==> config.mk <==
export PLATFORM = sky130hd
export DESIGN_NAME = countdown_display
export DESIGN_NICKNAME = d
export VERILOG_FILES = /design/src/rtl/traffic_pkg.sv /design/src/rtl/digit_display.sv /design/src/rtl/countdown_display.sv
export SDC_FILE = /design/constraint.sdc
export NUM_CORES = 1
export LEC_CHECK = 0
export CORE_MARGIN = 1.5
export CORE_UTILIZATION = 63
export DETAILED_ROUTE_END_ITERATION = 6
export DONT_BUFFER_PORTS = 1
export GPL_TIMING_DRIVEN = 0
export PLACE_DENSITY = 0.79
export RECOVER_POWER = 25
export SYNTH_ARGS = -nofsm -noshare
export SYNTH_HDL_FRONTEND = slang
export SYNTH_SLANG_ARGS = --single-unit
==> constraint.sdc <==
create_clock -name clock -period 2.7 [get_ports clock]
set_clock_uncertainty 0.05 [all_clocks]
set_input_delay 0.675 -clock clock [delete_from_list [all_inputs] [get_ports clock]]
set_output_delay 0.675 -clock clock [all_outputs]
set_load 0.02 [all_outputs]
==> src/rtl/traffic_pkg.sv <==
// ============================================================================
// Module   : traffic_pkg
// Brief    : Shared types, constants and seven-segment encoder for the
//            traffic-light controller display blocks.
// Revision : 1.0 - initial release
// ============================================================================
`default_nettype none

package traffic_pkg;

    typedef logic [3:0] bcd_digit_t;

    localparam bcd_digit_t BCD_MAX   = 4'd9;
    localparam logic [7:0] SEG_BLANK = 8'hFF;

    // Countdown control state: idle (display shows 0) or counting down.
    typedef enum logic [0:0] {
        ST_IDLE  = 1'b0,
        ST_COUNT = 1'b1
    } cd_state_t;

    // Active-low segments, bit order {dp, g, f, e, d, c, b, a}; dp always off.
    function automatic logic [7:0] seg_encode(input bcd_digit_t digit);
        logic [7:0] seg;
        case (digit)
            4'd0:    seg = 8'hC0;
            4'd1:    seg = 8'hF9;
            4'd2:    seg = 8'hA4;
            4'd3:    seg = 8'hB0;
            4'd4:    seg = 8'h99;
            4'd5:    seg = 8'h92;
            4'd6:    seg = 8'h82;
            4'd7:    seg = 8'hF8;
            4'd8:    seg = 8'h80;
            4'd9:    seg = 8'h90;
            default: seg = SEG_BLANK;
        endcase
        return seg;
    endfunction

endpackage

`default_nettype wire

==> src/rtl/digit_display.sv <==
// ============================================================================
// Module   : digit_display
// Brief    : Registered BCD-to-seven-segment driver for one display digit,
//            with an optional blanking input.
// Revision : 1.0 - initial release
// ============================================================================
`default_nettype none

module digit_display
    import traffic_pkg::*;
#(
    parameter bit RST_BLANK = 1'b0
) (
    input  logic       clk,
    input  logic       rst,
    input  bcd_digit_t i_digit,
    input  logic       i_blank,
    output logic [7:0] o_seg
);

    logic [7:0] r_seg;

    // Reset value matches what the live path would show for a count of 0.
    always_ff @(posedge clk) begin
        if (rst) begin
            r_seg <= RST_BLANK ? SEG_BLANK : seg_encode(4'd0);
        end else begin
            r_seg <= i_blank ? SEG_BLANK : seg_encode(i_digit);
        end
    end

    assign o_seg = r_seg;

endmodule

`default_nettype wire

==> src/rtl/countdown_display.sv <==
// ============================================================================
// Module   : countdown_display
// Brief    : BCD seconds countdown with prescaler, expiry pulse and
//            seven-segment outputs. Option: COUNTDOWN_LEADING_ZERO_BLANK_EN
//            blanks digits above the most significant nonzero digit.
// Revision : 1.0 - initial release
// ============================================================================
`default_nettype none

module countdown_display
    import traffic_pkg::*;
#(
    parameter int CLK_HZ = 50000000,
    parameter int DIGITS = 2
) (
    input  logic                  clock,
    input  logic                  reset,
    input  logic                  load,
    input  logic [4*DIGITS-1:0]   load_bcd,
    input  logic                  pause,
    output logic [4*DIGITS-1:0]   remaining_bcd,
    output logic                  running,
    output logic                  expired,
    output logic [8*DIGITS-1:0]   seven_segment
);

    localparam int                 c_PRE_W   = (CLK_HZ > 2) ? $clog2(CLK_HZ) : 1;
    localparam logic [c_PRE_W-1:0] c_PRE_MAX = c_PRE_W'(CLK_HZ - 1);
    localparam logic [4*DIGITS-1:0] c_ONE    = (4*DIGITS)'(1);

`ifdef COUNTDOWN_LEADING_ZERO_BLANK_EN
    localparam bit c_LZ_BLANK = 1'b1;
`else
    localparam bit c_LZ_BLANK = 1'b0;
`endif

    cd_state_t            r_state;
    cd_state_t            w_state_nxt;
    logic [c_PRE_W-1:0]   r_pre;
    logic [c_PRE_W-1:0]   w_pre_nxt;
    logic [4*DIGITS-1:0]  r_bcd;
    logic [4*DIGITS-1:0]  w_bcd_nxt;
    logic                 r_expired;
    logic                 w_expired_nxt;

    logic [4*DIGITS-1:0]  w_bcd_clamped;
    logic [4*DIGITS-1:0]  w_bcd_dec;
    logic                 w_borrow;
    bcd_digit_t           w_dig;

    // Load clamp: any non-decimal nibble saturates to 9.
    always_comb begin
        w_bcd_clamped = '0;
        for (int i = 0; i < DIGITS; i++) begin
            w_bcd_clamped[4*i +: 4] = (load_bcd[4*i +: 4] > BCD_MAX) ? BCD_MAX
                                                                      : load_bcd[4*i +: 4];
        end
    end

    // BCD decrement with ripple borrow; only used when the count is nonzero.
    always_comb begin
        w_bcd_dec = '0;
        w_borrow  = 1'b1;
        w_dig     = '0;
        for (int i = 0; i < DIGITS; i++) begin
            w_dig = r_bcd[4*i +: 4];
            if (w_borrow) begin
                if (w_dig == 4'd0) begin
                    w_bcd_dec[4*i +: 4] = BCD_MAX;
                end else begin
                    w_bcd_dec[4*i +: 4] = w_dig - 4'd1;
                    w_borrow            = 1'b0;
                end
            end else begin
                w_bcd_dec[4*i +: 4] = w_dig;
            end
        end
    end

    always_comb begin
        w_state_nxt   = r_state;
        w_pre_nxt     = r_pre;
        w_bcd_nxt     = r_bcd;
        w_expired_nxt = 1'b0;

        if (load) begin
            w_bcd_nxt   = w_bcd_clamped;
            w_pre_nxt   = c_PRE_MAX;
            w_state_nxt = (w_bcd_clamped != '0) ? ST_COUNT : ST_IDLE;
        end else begin
            case (r_state)
                ST_COUNT: begin
                    if (!pause) begin
                        if (r_pre == '0) begin
                            // Reload doubles as the hold value once the count expires.
                            w_pre_nxt = c_PRE_MAX;
                            w_bcd_nxt = w_bcd_dec;
                            if (r_bcd == c_ONE) begin
                                w_state_nxt   = ST_IDLE;
                                w_expired_nxt = 1'b1;
                            end
                        end else begin
                            w_pre_nxt = r_pre - c_PRE_W'(1);
                        end
                    end
                end
                default: begin
                    w_state_nxt = ST_IDLE;
                end
            endcase
        end
    end

    always_ff @(posedge clock) begin
        if (reset) begin
            r_state   <= ST_IDLE;
            r_pre     <= c_PRE_MAX;
            r_bcd     <= '0;
            r_expired <= 1'b0;
        end else begin
            r_state   <= w_state_nxt;
            r_pre     <= w_pre_nxt;
            r_bcd     <= w_bcd_nxt;
            r_expired <= w_expired_nxt;
        end
    end

    assign remaining_bcd = r_bcd;
    assign running       = (r_state == ST_COUNT);
    assign expired       = r_expired;

    for (genvar gi = 0; gi < DIGITS; gi++) begin : g_digit
        logic w_blank;

        if (gi == 0) begin : g_lsd
            assign w_blank = 1'b0;
        end else begin : g_upper
`ifdef COUNTDOWN_LEADING_ZERO_BLANK_EN
            assign w_blank = (r_bcd[4*DIGITS-1:4*gi] == '0);
`else
            assign w_blank = 1'b0;
`endif
        end

        digit_display #(
            .RST_BLANK (c_LZ_BLANK && (gi != 0))
        ) u_digit (
            .clk     (clock),
            .rst     (reset),
            .i_digit (r_bcd[4*gi +: 4]),
            .i_blank (w_blank),
            .o_seg   (seven_segment[8*gi +: 8])
        );
    end

endmodule

`default_nettype wire
==> results.tsv <==
metric	value	unit
worst reg-to-reg setup slack	0.17	ns
GP Congestion	0.875	
worst reg-to-reg path cell count	6	
vias in the first global route	2143	
RSZ-0062 raised after global routing	no	
CTS tree	done	
Die H	68.9	um
Clk Latency, worst-skew pair	0.30	ns
area leader, netlist	dfxtp_1	
critical path peak fanout	8	
CTS sink cnt	50	
Required @ worst endpoint	2.82	ns
Mapped Cells	314	
WL/cell	16.4	um
GRT Residual Overflow	0	
worst vdd ir	285	uV
port buffer count	0	
Yosys reg bits	50	
worst relative slew slack	0.427	
Slew @ Worst Pin	0.857	ns
Worst Setup Start Kind	flip-flop	
cells along the critical path	inv_1, ha_1, nor3b_1, o2111ai_1, o31ai_1, a211oi_1	
initial drt markers	153	
Via density	6.39	
nets@finish	345	
Global Route Usage Sum	0.277	
Synth Flop Type	dfxtp_1	
diode count	0	
Area growth, synth to finish	5.76	%
pre-CTS WS	0.209	ns
area share of the largest cell type after synthesis	0.366	
Crit. Startpoint	remaining_bcd[0]	
Avg Cell Area, Syn	8.71	um^2
Core ar.	0.00409	mm^2
cell at the root of the clock tree	clkbuf_8	
ys async rst share	0	
H-tree lvl count	2	
leakage power	0.981	nW
Synth Warn #	0	
Ports	38	
initial core utilization	0.670	
Setup WS post-layout	0.169	ns
max cap viols	0	
antenna violations before repair	0	
largest net degree at the start of global routing	15	
top post-synthesis cells by area	dfxtp_1 37%, ha_1 5.0%, nand2_1 3.3%	
RR Startpoint	remaining_bcd[0]	
Seq/Total Area, Yosys	0.366	
Min Clock Period, post-route	2.53	ns
DR vias	2384	
Crit path arrival time	2.65	ns
first-pass GRT wire length	9960	um
Die ar.	0.00475	mm^2
FP Rows	23	
Final Cycle Share	0.938	
drt first pass iters	6	
Hold Path Class	reg -> reg	
total routed wirelength	6110	um
register clock-pin slew on the reported worst setup and hold paths	0.09	ns
Crit Reg-Reg Endpoint	remaining_bcd[6]	
Post-synth EDFFs	0	
Residual DRC	0	
antenna-violating nets left	0	
total power	1.46	mW
Fmax	395	MHz
layout cells sized above 1	0.0836	
critical path class	reg -> reg	
Post-CTS Setup Inserts	0	
Worst path max stage delay	0.73	ns
status	finished clean	
Setup violations, final	0	
# fillers	333	
Worst setup EP type	flip-flop	
worst hold stages	2	
PwrDens	506	mW/mm^2
DP Wirelength	4400	um
Post-CTS Hold Buffers	0	
Die X	68.9	um
slowest stage cell on the critical path	nor3b_1	
max-slew violations	0	
post-CTS resize count	0	
sum of negative setup slack	0	ns
final hold viol count	0	
Num CTS Buffers	5	
CP Capture Point	remaining_bcd[6]	
clk buf depth	2	
post-synthesis cell type count	52	
Mapped Area	0.00274	mm^2
[cell type report]
class / instances / area (um^2) / share of cell area
Buffer: 15 / 70.1 / 0.0242
Clock buffer: 7 / 86.3 / 0.0298
Clock inverter: 1 / 5.00 / 0.00173
Inverter: 13 / 48.8 / 0.0169
Multi-Input combinational cell: 237 / 1620 / 0.560
Sequential cell: 50 / 1000 / 0.346
Tap cell: 50 / 62.6 / 0.0216
[where the power goes]
| part | internal [mW] | switching (mW) | leakage, nW |
|---|---|---|---|
| Sequential | 0.768 | 0.0617 | 0.408 |
| Combinational | 0.0754 | 0.109 | 0.524 |
| Clock | 0.207 | 0.242 | 0.0482 |
| Total | 1.05 | 0.412 | 0.981 |
[sequential cells by signal, indices dropped and copies added, names as in the netlist]
signal                 flops
expired                    1
g_digit.u_digit.o_seg     14
r_pre                     26
remaining_bcd              8
running                    1
[cells in the mapped netlist, types with 4 or more instances]
cell      instances
dfxtp_1          50
nand2_1          24
nor2_1           23
o21ai_0          16
a21oi_1          15
nand3_1          15
inv_1            12
o31ai_1          12
or3_1            12
ha_1             11
clkbuf_1         10
or4_1             9
nand3b_1          8
nor3_1            7
xor2_1            7
a31oi_1           6
nand2b_1          6
nand4_1           6
mux2_2            4
nand4b_1          4
o21bai_1          4
[worst max-delay path: cells and delay by family (launching register included)]
kind,cells,cell delay [ns]
AO/OA/AOI/OAI,3,0.74
buffers and inverters,1,0.18
adder cells (fa/ha/maj),1,0.25
AND/OR/NAND/NOR,1,0.73
flip-flops,1,0.45
[cells in the final DEF (no fill, tap or decap), types with 3 or more instances in the layout]
| cell type | count |
|---|---|
| dfxtp_1 | 50 |
| nand2_1 | 24 |
| nor2_1 | 23 |
| o21ai_0 | 16 |
| a21oi_1 | 15 |
| nand3_1 | 15 |
| inv_1 | 12 |
| or3_1 | 12 |
| o31ai_1 | 12 |
| clkbuf_1 | 11 |
| ha_1 | 11 |
| or4_1 | 9 |
| nand3b_1 | 8 |
| nor3_1 | 7 |
| xor2_1 | 7 |
| nand2b_1 | 6 |
| a31oi_1 | 6 |
| nand4_1 | 6 |
| clkbuf_8 | 6 |
| mux2_2 | 4 |
| o21bai_1 | 4 |
| nand4b_1 | 4 |
| buf_4 | 3 |
| nor4_4 | 3 |
| nor4_1 | 3 |
| o41ai_1 | 3 |
| a211oi_1 | 3 |
[metrics by stage]
stage | instances | hold WS [ns] | utilization | cell area (um^2)
global route | 373 | 0.494 | 0.708 | 2890
finish | 373 | 0.459 | 0.708 | 2890
CTS | 373 | 0.462 | 0.708 | 2890
global placement | 365 | 0.442 | 0.686 | 2800
floorplan | 315 | 0.422 | - | 2740
detailed placement | 365 | 0.450 | 0.686 | 2800
[routing by layer]
layer	track usage	part of all wire	vias to the layer above
met5	0	0	-
met3	0.0519	0.040	10
met2	0.486	0.50	51
li1	-	-	1188
met4	0.0882	0.015	0
met1	0.341	0.45	1135
[how the worst min path moves through the flow]
stage / startpoint / end / slack (ns)
finish: r_pre[21] / r_pre[21] / 0.46
global placement: r_pre[21] / r_pre[21] / 0.44
floorplan: r_pre[23] / r_pre[23] / 0.42
global route: r_pre[20] / r_pre[20] / 0.49
CTS: r_pre[23] / r_pre[23] / 0.46
detailed placement: r_pre[23] / r_pre[23] / 0.45
[cell families (layout without fill, tap and decap cells)]
group | after synthesis | after routing | share of synthesized area
AND/OR/NAND/NOR | 133 | 133 | 0.300
XOR/XNOR | 9 | 9 | 0.0288
adder cells (fa/ha/maj) | 11 | 11 | 0.0503
other | 1 | 2 | 0.00137
buffers and inverters | 28 | 36 | 0.0434
flip-flops | 50 | 50 | 0.366
multiplexers | 6 | 6 | 0.0238
AO/OA/AOI/OAI | 76 | 76 | 0.186
No activity file was read; power rests on OpenSTA's default activity.
